--- src/rtl/cell_port_arbiter.sv ---
// Four-requester round-robin port arbiter with a per-grant hold limit.
// A grant lasts until the owner drops its request (release) or until it has
// held the port for HOLD_MAX consecutive cycles (timeout, flagged by a
// one-cycle expired pulse). After either event the round-robin search starts
// just past the most recent winner, so a timed-out owner is re-granted only
// when nobody else is waiting.
module cell_port_arbiter #(
    parameter int HOLD_MAX = 15,
    parameter int CNT_W    = 8
) (
    input  logic       clk,
    input  logic       reset,
    input  logic [3:0] req,
    output logic [3:0] gnt,
    output logic [1:0] gnt_idx,
    output logic       gnt_valid,
    output logic       expired
);

    // Last hold count at which the owner may still keep the port.
    localparam logic [CNT_W-1:0] HOLD_LAST = CNT_W'(HOLD_MAX - 1);

    typedef enum logic {
        IDLE  = 1'b0,
        GRANT = 1'b1
    } state_t;

    state_t             state_reg, state_next;
    logic [1:0]         idx_reg, idx_next;
    logic [1:0]         last_reg, last_next;
    logic [CNT_W-1:0]   hold_cnt_reg, hold_cnt_next;
    logic               expired_reg, expired_next;
    logic [3:0]         gnt_reg, gnt_next;
    logic               valid_next;

    // Round-robin search result
    logic [1:0]         win_idx;
    logic               win_found;
    logic [1:0]         cand;

    // Round-robin search: LAST+1, LAST+2, LAST+3, then LAST itself.
    always_comb begin
        win_idx   = last_reg;
        win_found = 1'b0;
        cand      = last_reg;
        for (int k = 1; k <= 4; k++) begin
            cand = last_reg + 2'(k);
            if (!win_found && req[cand]) begin
                win_found = 1'b1;
                win_idx   = cand;
            end
        end
    end

    // Next-state logic: idle arbitration, hold counting, release and timeout.
    always_comb begin
        state_next    = state_reg;
        idx_next      = idx_reg;
        last_next     = last_reg;
        hold_cnt_next = hold_cnt_reg;
        expired_next  = 1'b0;

        case (state_reg)
            IDLE: begin
                if (win_found) begin
                    state_next    = GRANT;
                    idx_next      = win_idx;
                    last_next     = win_idx;
                    hold_cnt_next = '0;
                end
            end
            GRANT: begin
                if (req[idx_reg]) begin
                    if (hold_cnt_reg < HOLD_LAST) begin
                        // Owner keeps the port for another cycle.
                        hold_cnt_next = hold_cnt_reg + CNT_W'(1);
                    end else begin
                        // Timeout: owner is still requesting, so the search
                        // always finds someone (the owner itself at worst).
                        expired_next  = 1'b1;
                        idx_next      = win_idx;
                        last_next     = win_idx;
                        hold_cnt_next = '0;
                    end
                end else if (win_found) begin
                    // Release with another requester waiting: hand over
                    // directly with no idle cycle. Never flagged as timeout.
                    idx_next      = win_idx;
                    last_next     = win_idx;
                    hold_cnt_next = '0;
                end else begin
                    state_next    = IDLE;
                    idx_next      = '0;
                    hold_cnt_next = '0;
                end
            end
            default: begin
                state_next    = IDLE;
                idx_next      = '0;
                hold_cnt_next = '0;
            end
        endcase
    end

    assign valid_next = (state_next == GRANT);

    // One-hot grant decode of the next index, gated by next validity.
    generate
        for (genvar gi = 0; gi < 4; gi++) begin : g_gnt_dec
            assign gnt_next[gi] = valid_next && (idx_next == 2'(gi));
        end
    endgenerate

    // State and output registers; reset clears the grant without a clock edge.
    always_ff @(posedge clk or posedge reset) begin
        if (reset) begin
            state_reg    <= IDLE;
            idx_reg      <= '0;
            last_reg     <= 2'd3;
            hold_cnt_reg <= '0;
            expired_reg  <= 1'b0;
            gnt_reg      <= '0;
        end else begin
            state_reg    <= state_next;
            idx_reg      <= idx_next;
            last_reg     <= last_next;
            hold_cnt_reg <= hold_cnt_next;
            expired_reg  <= expired_next;
            gnt_reg      <= gnt_next;
        end
    end

    assign gnt       = gnt_reg;
    assign gnt_idx   = idx_reg;
    assign gnt_valid = (state_reg == GRANT);
    assign expired   = expired_reg;

endmodule

--- config.mk ---
export PLATFORM = sky130hd
export DESIGN_NAME = cell_port_arbiter
export DESIGN_NICKNAME = d
export VERILOG_FILES = /design/src/rtl/cell_port_arbiter.sv
export SDC_FILE = /design/constraint.sdc
export NUM_CORES = 1
export LEC_CHECK = 0
export ABC_AREA = 1
export CAP_MARGIN = 20
export CORE_ASPECT_RATIO = 0.8
export CORE_UTILIZATION = 53
export DETAILED_ROUTE_END_ITERATION = 10
export PLACE_DENSITY = 0.77
export SYNTH_ARGS = -nofsm -noshare
export SYNTH_HDL_FRONTEND = slang
export SYNTH_SLANG_ARGS = --single-unit
--- constraint.sdc ---
create_clock -name clk -period 2.3 [get_ports clk]
set_clock_uncertainty 0.05 [all_clocks]
set_input_delay 0.46 -clock clk [delete_from_list [all_inputs] [get_ports clk]]
set_output_delay 0.46 -clock clk [all_outputs]
set_load 0.05 [all_outputs]
# Yosys cells after proc, flatten, opt, wreduce, memory -nomap -nowiden
# Index checks and enable logic that the tools add are counted.
[classes] addsub=4 n_lt_le_gt_ge=6 n_eq_ne=5 muxes=37 n_bitwise=1 reduce_logical=11
[ops] operator="$mux 8" n=3
[ops] operator="$mux 2" n=11
[ops] operator="$pmux 8 s2" n=1
[ops] operator="$lt 2x3->1 const B" n=5
[ops] operator="$mux 1" n=14
[ops] operator="$bmux 1 s2" n=5
[ops] operator="$add 8x1->8 const B" n=1
[ops] operator="$lt 8x4->1 const B" n=1
[ops] operator="$pmux 2 s2" n=2
[ops] operator="$logic_and 1x1->1" n=7
[ops] operator="$add 2x2->2 const B" n=2
[ops] operator="$eq 2x2->1 const B" n=2
[ops] operator="$logic_not 1->1" n=3
[ops] operator="$ne 3x3->1 const B" n=1
[ops] operator="$add 2x1->2 const B" n=1
[ops] operator="$eq 2x1->1 const B" n=1
[ops] operator="$logic_not 2->1" n=1
[ops] operator="$ne 2x2->1 const B" n=1
[ops] operator="$pmux 1 s2" n=1
[ops] operator="$not 1->1" n=1
[word_totals] reg_bits=18 in_bits=6

# Depth between registers and ports, before layout
# Gate-level depths: netlist of the first run.
[depth] ltp_word=18 mapped_depth=15 ltp_nobuf=14

# Least setup slack after synthesis of the first run
# No wires, ideal clock.
[synth_timing] path_kind="reg2reg" start="register idx_reg[0] (netlist: gnt_idx[0])" end="register gnt_reg[3] (netlist: gnt[3])" setup_ns=0.078 arrival_ns=1.630 required_time_ns=2.172 path_slack_ns=0.543 path_stages_with_launch=9 path_buffers=0 path_cell_list="dfrtp_1 > o21ai_0 > o22ai_1 > nand3_1 > nand2_2 > nand2_2 > nand2_2 > nand2_2 > a21oi_1"
[synth_via] elab_chain_len=6 elab_cells_between_ends=10
[synth_lines] item="start: declaration" line_no="29" text="logic [1:0] idx_reg, idx_next;"
[synth_lines] item="start signal: assignment" line_no="125" text="idx_reg <= idx_next;"
[synth_lines] item="$bmux 1 s2" line_no="73" text="if (req[idx_reg]) begin"
[synth_lines] item="$mux 1 (implied by the code)" line_no="73"
[synth_lines] item="$mux 2" line_no="73"
[synth_lines] item="$pmux 2 s2 (*)" line_no="63" text="case (state_reg)"
[synth_lines] item="via idx_next[0]" line_no="29"
[synth_lines] item="$eq 2x2->1 (*)" line_no="110" text="assign gnt_next[gi] = valid_next && (idx_next == 2'(gi));"
[synth_lines] item="$logic_and 1x1->1 (*)" line_no="110"
[synth_lines] item="via gnt_next[3]" line_no="33" text="logic [3:0] gnt_reg, gnt_next;"
[synth_lines] item="end signal: assignment" line_no="129" text="gnt_reg <= gnt_next;"
[synth_lines] item="end: declaration" line_no="33"
# The timed path passes the listed nets; every way through them passes the cells marked *. The select of a mux whose other input is x is not followed.
# A chain may end at the register's enable or synchronous reset.

# Worst setup path in the final report of the first run
[layout_timing] start="register idx_reg[1] (netlist: gnt_idx[1])" end="output gnt_idx[1]"
[layout_lines] item="end: declaration" line_no="15" text="output logic [1:0] gnt_idx,"
# No word-level cell between the ends.

==> results of run 1 <==
worst max path at each step:
stage	end	slack, ns	cells after the start
after floorplan	gnt[3]	0.54	8
after global placement	gnt[3]	0.12	12
after detailed placement	gnt[3]	0.09	12
after CTS	gnt_idx[1]	0.23	1
after global routing	gnt[2]	0.13	10
final	gnt_idx[1]	0.22	1
cell usage in the layout (no fill, tap or decap), drive strengths merged:
cell type      Yosys  layout
nand3             14      14
dfstp              2       2
and3               1       1
a21oi              7       7
xor2               1       1
clkdlybuf4s50      0      13
o21ai              8       8
nor3               1       1
or2                1       1
ha                 1       1
nand2             49      49
o22ai              1       1
clkbuf             0       3
nor2              10      10
dfrtp             16      16
nand4              3       3
inv               20      20
buf                1       1
power breakdown:
| part | total (mW) | switching (mW) | leakage, nW | internal [mW] |
|---|---|---|---|---|
| clock | 0.153 | 0.0919 | 0.0138 | 0.0609 |
| sequential | 0.532 | 0.103 | 0.230 | 0.429 |
| combinational | 1.26 | 0.846 | 0.396 | 0.416 |
logic make-up after synthesis:
family	Yosys count	share of synthesized area (%)
AO/OA/AOI/OAI	16	7.71
XOR/XNOR	1	0.831
adder cells (fa/ha/maj)	1	1.19
buffers and inverters	21	8.66
flip-flops	18	42.9
AND/OR/NAND/NOR	79	38.7
synthesized netlist by cell type:
master | count | area share [%]
nand2_4 | 1 | 1.1
inv_2 | 2 | 0.71
inv_6 | 1 | 0.83
nand3_1 | 11 | 5.2
nand4_2 | 1 | 1.2
nor2_4 | 1 | 1.1
buf_6 | 1 | 1.1
o21ai_0 | 7 | 3.3
nand3_2 | 3 | 2.8
o21ai_1 | 1 | 0.47
xor2_1 | 1 | 0.83
inv_1 | 17 | 6.0
and3_2 | 1 | 0.71
ha_1 | 1 | 1.2
o22ai_1 | 1 | 0.59
dfrtp_1 | 16 | 38
a21oi_1 | 7 | 3.3
nand2_2 | 17 | 10
nor2_1 | 9 | 3.2
nor3_1 | 1 | 0.47
nand2_1 | 31 | 11
nand4_1 | 2 | 1.2
dfstp_2 | 2 | 5.0
or2_0 | 1 | 0.59
through the flow:
step | cell area (um2) | std cells | hold slack (ns)
floorplan | 1050 | 136 | 0.347
finish | 1230 | 176 | 0.465
global route | 1230 | 176 | 0.493
CTS | 1230 | 176 | 0.470
detailed placement | 1210 | 173 | 0.453
global placement | 1210 | 173 | 0.425
routing by layer:
metal  GRT usage (%)  part of all wire, %
met1            32.2                   48
met2            34.6                   46
met3            8.42                  5.0
met4            4.86                  1.1
met5               0                    0
cell type report:
type	instances	share of cell area [%]
Clock buffer	3	1.83
Multi-Input combinational cell	97	41.4
Timing Repair Buffer	14	11.2
Sequential cell	18	36.7
Inverter	20	6.49
Tap cell	24	2.43
==> flow_metrics.tcl, run 1 <==
set metrics [dict create \
    clockRootBuffer "clkbuf_4" \
    syn_avg_cell_area_um2 7.76 \
    dieArea_um2 2170 \
    firstDrtPassIters 4 \
    tightest_slew_ns 0.681 \
    status "finished clean" \
    area_delta_synth_final_pct 17.0 \
    crit_chain "clkdlybuf4s50_1" \
    cts-resized-gates 0 \
    netlist_instances 136 \
    dr.first_iter.drc_count 29 \
    drt-total-wl_um 2120 \
    yosysWarnings 0 \
    dieWidth_um 51.9 \
    tritoncts "built" \
    largest_register_ffs 8 \
    overflow 0 \
    grt_pass1_wl_um 3740 \
    power_density_nw_per_um2 1580 \
    cts.clk_slew.worst_paths_ns 0.10 \
    clock_path_buffers 2 \
    critPathTopFamily "buffers and inverters" \
    maxCapViolations 0 \
    hpwl_um 1650 \
    power_leakage_nw 0.640 \
    clk_latency_ns 0.29 \
    required_ns 1.79 \
    critPathBufInv 1 \
    setup_viol 0 \
    wl_per_cell_um 12.0 \
    hold_path_startpoint "hold_cnt_reg[7]" \
    grt_use_total_pct 23.2 \
    cts_max_level 1 \
    crit_type "flip-flop to output port" \
    grt_max_degree 19 \
    rr_startpoint "last_reg[0]" \
    multi_input_area_um2 510 \
    holdPathStages 2 \
    viasPerCell 5.27 \
    fp.coreArea_um2 1870 \
    irDropWorstVdd_mv 1.23 \
    place_congestion 0.856 \
    ant_nets 0 \
    period_share_pct 90.4 \
    critPathSlowestCell "clkdlybuf4s50_1" \
    worstHoldEndpoint "hold_cnt_reg[7]" \
    place_ws_ns 0.0866 \
    yosysSeqAreaShare_pct 42.9 \
    pin_count 14 \
    syn_nets 143 \
    clkSinkCount 18 \
    hold_path.class "flip-flop to flip-flop" \
    vias 927 \
    worstReg2RegEnd "gnt[2]" \
    final_nets 161 \
    cpPeakStageDelay_ns 0.84 \
    cp_max_fo 5 \
    start_util_pct 56.3 \
    slew_headroom_pct 54.6 \
    rows 14 \
    final_max_slew_viol_count 0 \
    syn_area_um2 1050 \
    final_util_pct 65.8 \
    ff_latch_area_um2 453 \
    total_power_mw 1.95 \
    numCtsBuffers 3 \
    reg2reg_depth 10 \
    antenna_found_initial 0 \
    place.port_buffers 13 \
    startpoint "gnt_idx[1]" \
    start_kind "flip-flop" \
    drc_errors 0 \
    tns_ns 0 \
    max_freq_mhz 481 \
    fill_cells 157 \
    hold_viol_final 0 \
    synth.distinct_cells 24 \
    crit_path_end_kind "output port" \
    diodes 0 \
    die_y_um 41.9 \
    cts_hold_buffers 0 \
    synth_seq_cells 18 \
    r2r_slack_ns 0.30 \
    cts_setup_buffers 0 \
    rsz0062_at_grt "false" \
    drive_gt1_share_pct 21.7 \
    arrival_ns 1.57 \
    fin_crit_ns 2.08 \
    fin_ws_ns 0.221 \
    grt_pass1_vias 857 \
]
Note: power is estimated with default switching activity, not from simulation.
==> run 2: changes to the inputs <==
ABC_AREA = 0   (was 1)
CORE_MARGIN = 3   (was not set)
CORE_UTILIZATION = 51   (was 53)
PLACE_DENSITY = 0.76   (was 0.77)
==> run 2 against run 1 <==
  * Total power decreased by 32%
  * Via count decreased by 24%
  * Worst setup slack got worse by 0.10 ns
  * Maximum frequency decreased by 4.7%
  * Critical path depth unchanged
  * Clock-buffer cell count increased by 1
  * Combinational power decreased by 49%
  * Hold slack improved by 0.0031 ns
  * Largest power group unchanged
  * Highest routed layer is now met3
==> flow_metrics.tcl, run 2 <==
set metrics [dict create \
    status "finished clean" \
    dieWidth_um 53.2 \
    startpoint "gnt_valid" \
    crit_type "flip-flop to output port" \
    netlist_instances 89 \
    cts_setup_buffers 0 \
    largest_register_ffs 8 \
    area_delta_synth_final_pct 23.7 \
    cts.clk_slew.worst_paths_ns 0.10 \
    final_max_slew_viol_count 0 \
    viasPerCell 5.45 \
    tns_ns 0 \
    grt_pass1_vias 706 \
    power_leakage_nw 0.531 \
    place_ws_ns 0.0118 \
    slew_headroom_pct 58.4 \
    synth_edf_count 0 \
    synth_top_area_share_pct 44.1 \
    period_share_pct 94.9 \
    die_y_um 43.7 \
    crit_path_end_kind "output port" \
    wl_per_cell_um 12.8 \
    rr_startpoint "hold_cnt_reg[6]" \
    syn_nets 96 \
    cts_hold_buffers 0 \
    final_nets 117 \
    yosysSeqAreaShare_pct 49.9 \
    fp.coreArea_um2 1530 \
    hold_path.class "flip-flop to flip-flop" \
    antenna_found_initial 0 \
    synth.distinct_cells 36 \
    max_freq_mhz 458 \
    cp_max_fo 5 \
    grt_use_total_pct 18.3 \
    synthArstFlopShare_pct 100 \
    synth_top_cell_by_area "dfrtp_1" \
    drc_errors 0 \
    fill_cells 108 \
    drt-total-wl_um 1670 \
    synth_flop_cell "dfrtp_1" \
    pin_count 14 \
    r2r_slack_ns 0.42 \
    power_density_nw_per_um2 1170 \
    diodes 0 \
    hold_path_startpoint "last_reg[1]" \
    critPathSlowestCell "clkdlybuf4s50_1" \
    setup_viol 0 \
    vias 708 \
    arrival_ns 1.67 \
    yosysWarnings 0 \
    path_depth 1 \
    critPathBufInv 1 \
    worstReg2RegEnd "gnt[1]" \
    cts-resized-gates 0 \
    syn_avg_cell_area_um2 10.2 \
    place.port_buffers 13 \
    hpwl_um 1350 \
    dieArea_um2 2330 \
    grt_max_degree 19 \
    tightest_slew_ns 0.624 \
    clkSinkCount 18 \
    start_util_pct 59.3 \
    overflow 0 \
    required_ns 1.79 \
    clock_path_buffers 2 \
    cpPeakStageDelay_ns 0.86 \
    clockRootBuffer "clkbuf_4" \
    start_kind "flip-flop" \
    tritoncts "built" \
    yosys-top-cells-count "dfrtp_1, nor2_1, nand2_1" \
    yosysMostFrequentCell "dfrtp_1" \
    final_common_cell "dfrtp_1" \
    place_congestion 0.805 \
    maxCapViolations 0 \
    fin_ws_ns 0.117 \
    irDropWorstVdd_mv 0.928 \
    ant_nets 0 \
    crit_path_end "gnt_valid" \
    numCtsBuffers 3 \
    syn_area_um2 908 \
    most-common-layout-cells "dfrtp_1, nor2_1, clkdlybuf4s50_1" \
    dr.first_iter.drc_count 9 \
    hold_viol_final 0 \
    grt_pass1_wl_um 3150 \
    synthTopCellsByArea "dfrtp_1, dfstp_2, nor2_1" \
    firstDrtPassIters 4 \
    drive_gt1_share_pct 13.8 \
    clk_latency_ns 0.29 \
    rows 12 \
    crit_chain "clkdlybuf4s50_1" \
    rsz0062_at_grt "false" \
    synth_seq_cells 18 \
    fin_crit_ns 2.18 \
    critPathTopFamily "buffers and inverters" \
    cts_max_level 1 \
    reg2reg_depth 5 \
]
run 2: final cells by class:
type                    count  area (um2)  share of cell area (%)
inverters                   3        11.3                    1.00
well taps                  21        26.3                    2.34
repair buffers             17         160                    14.3
flip-flops and latches     18         453                    40.3
multi-input cells          67         437                    38.9
clock buffers               4        36.3                    3.23
run 2: worst min path at each step:
| stage | end | slack [ns] | cells after the start |
|---|---|---|---|
| floorplan | expired | 0.35 | 1 |
| global placement | last_reg[0] | 0.44 | 2 |
| detailed placement | hold_cnt_reg[7] | 0.45 | 2 |
| CTS | hold_cnt_reg[7] | 0.47 | 2 |
| global route | last_reg[0] | 0.51 | 2 |
| finish | last_reg[1] | 0.47 | 2 |
run 2: power by group:
| group | leakage, nW | internal, mW | switching (mW) |
|---|---|---|---|
| clock | 0.0210 | 0.0963 | 0.0896 |
| sequential | 0.230 | 0.411 | 0.0752 |
| combinational | 0.279 | 0.252 | 0.391 |
run 2: logic make-up (layout without fill, tap and decap cells):
kind of cell | Yosys count | count (layout) | share of synthesized area (%)
compound gates | 22 | 22 | 20.4
xor+xnor | 1 | 1 | 0.964
fa+ha+maj | 1 | 1 | 1.38
buf+inv | 4 | 24 | 2.07
flops | 18 | 18 | 49.9
mux | 2 | 2 | 2.20
simple gates | 41 | 41 | 23.1
run 2: metrics by stage:
stage,cells,area [um2],hold WS (ns),power (mW),util [%]
finish,130,1120,0.468,1.31,73.4
global route,130,1120,0.510,1.42,73.4
CTS,130,1120,0.472,1.32,73.4
detailed placement,126,1090,0.448,1.14,71.0
global placement,126,1090,0.443,1.13,71.0
floorplan,89,908,0.347,0.959,-
run 2: metal layers:
layer,track usage [%],vias up,share of wire [%]
li1,-,363,-
met1,26.5,326,53
met2,29.0,19,42
met3,4.47,0,5.1
met4,1.53,0,0
met5,0,-,0
==> run 3: changes to the inputs <==
==> constraint.sdc (replaced) <==
create_clock -name clk -period 2.3 [get_ports clk]
set_clock_uncertainty 0.05 [all_clocks]
set_input_delay 0.23 -clock clk [delete_from_list [all_inputs] [get_ports clk]]
set_output_delay 0.23 -clock clk [all_outputs]
set_load 0.05 [all_outputs]
==> run 3 against run 2 <==
  * Die area did not move
  * Global-route usage fell by 0.54 points
  * Critical path depth rose by 4
  * Design area fell by 1.3%
  * Sequential share of layout area rose by 0.55 points
  * Clock-buffer cell count did not move
==> flow_metrics.tcl, run 3 (synthesis gave the netlist of run 2 again) <==
set metrics [dict create \
    clk_latency_ns 0.29 \
    fill_cells 127 \
    final_nets 115 \
    grt_max_degree 19 \
    cts_max_level 1 \
    r2r_slack_ns 0.32 \
    path_depth 5 \
    pin_count 14 \
    irDropWorstVdd_mv 1.06 \
    hpwl_um 1290 \
    cp_max_fo 5 \
    cts-resized-gates 0 \
    firstDrtPassIters 4 \
    reg2reg_depth 5 \
    hold_path.class "input pin to async pin" \
    dieWidth_um 53.2 \
    rr_startpoint "hold_cnt_reg[6]" \
    antenna_found_initial 0 \
    power_leakage_nw 0.522 \
    rows 12 \
    startpoint "hold_cnt_reg[6]" \
    grt_use_total_pct 17.8 \
    drc_errors 0 \
    cts_hold_buffers 0 \
    required_ns 2.45 \
    period_share_pct 86.0 \
    wl_per_cell_um 13.3 \
    max_freq_mhz 505 \
    hold_viol_final 0 \
    vias 727 \
    final_common_cell "dfrtp_1" \
    cts_setup_buffers 0 \
    crit_chain "nor4_1 -> and2_1 -> o311ai_1 -> o211ai_1 -> and2b_1" \
    cts.clk_slew.worst_paths_ns 0.10 \
    grt_pass1_wl_um 2930 \
    rsz0062_at_grt "false" \
    start_kind "flip-flop" \
    arrival_ns 2.12 \
    place.port_buffers 13 \
    drive_gt1_share_pct 12.1 \
    fin_crit_ns 1.98 \
    critPathTopFamily "simple AND/OR/NAND/NOR gates" \
    final_max_slew_viol_count 0 \
    critPathSlowestCell "nor4_1" \
    maxCapViolations 0 \
    most-common-layout-cells "dfrtp_1, nor2_1, clkdlybuf4s50_1" \
    die_y_um 43.7 \
    clockRootBuffer "clkbuf_4" \
    total_power_mw 1.33 \
    tightest_slew_ns 0.641 \
    crit_path_end_kind "flip-flop" \
    diodes 0 \
    fp.coreArea_um2 1530 \
    tns_ns 0 \
    status "finished clean" \
    crit_path_end "gnt[1]" \
    worstReg2RegEnd "gnt[1]" \
    clock_path_buffers 2 \
    place_congestion 0.801 \
    viasPerCell 5.68 \
    critPathBufInv 0 \
    crit_type "flip-flop to flip-flop" \
    largest_register_ffs 8 \
    cpPeakStageDelay_ns 0.49 \
    drt-total-wl_um 1700 \
    dieArea_um2 2330 \
    numCtsBuffers 3 \
    slew_headroom_pct 57.2 \
    grt_pass1_vias 610 \
    tritoncts "built" \
    overflow 0 \
    start_util_pct 59.3 \
    setup_viol 0 \
    clkSinkCount 18 \
    power_density_nw_per_um2 1200 \
    dr.first_iter.drc_count 19 \
    area_delta_synth_final_pct 22.0 \
    ant_nets 0 \
]
-- run 3: cell count changes in the layout (fill, tap and decap cells not counted) --
cell | before | now
buf_4 | 4 | 2
-- run 3: cell type report --
cell class,count,area (um2),share of cell area (%)
tap,21,26.3,2.37
clock buffer,4,36.3,3.27
multi-input combinational,67,437,39.4
sequential,18,453,40.9
timing repair buffer,15,145,13.1
inverter,3,11.3,1.02
-- run 3: worst register-to-register path, cell delays in order (launching register included) --
cell,delay [ns]
dfrtp_1,0.41
nor4_1,0.49
and2_1,0.35
o311ai_1,0.18
o211ai_1,0.19
and2b_1,0.21
-- run 3: power breakdown --
| group | switching [mW] | total (mW) | internal, mW |
|---|---|---|---|
| logic | 0.407 | 0.658 | 0.251 |
| registers | 0.0705 | 0.481 | 0.410 |
| clock network | 0.0968 | 0.193 | 0.0965 |
| total | 0.575 | 1.33 | 0.758 |
-- run 3: metrics by stage --
step	setup WS [ns]	cell area [um2]	util [%]	hold WS [ns]	instances
global route	0.200	1110	72.4	0.319	128
global placement	0.141	1070	70.0	0.438	124
finish	0.322	1110	72.4	0.257	128
floorplan	0.446	908	-	0.117	89
detailed placement	0.121	1070	70.0	0.451	124
CTS	0.325	1110	72.4	0.275	128
-- run 3: worst min path at each step --
stage,cells after the start,to,slack (ns),start
after detailed placement,2,last_reg[0],0.45,last_reg[0]
after floorplan,1,expired,0.12,reset
after global placement,2,hold_cnt_reg[7],0.44,hold_cnt_reg[7]
after CTS,2,hold_cnt_reg[4],0.27,reset
final,2,hold_cnt_reg[5],0.26,reset
after global routing,2,hold_cnt_reg[4],0.32,reset
-- run 3: routing by layer --
layer | part of all wire, % | GRT usage (%)
met5 | 0 | 0
met4 | 2.0 | 7.65
met3 | 7.8 | 5.15
met2 | 38 | 22.3
met1 | 52 | 27.8
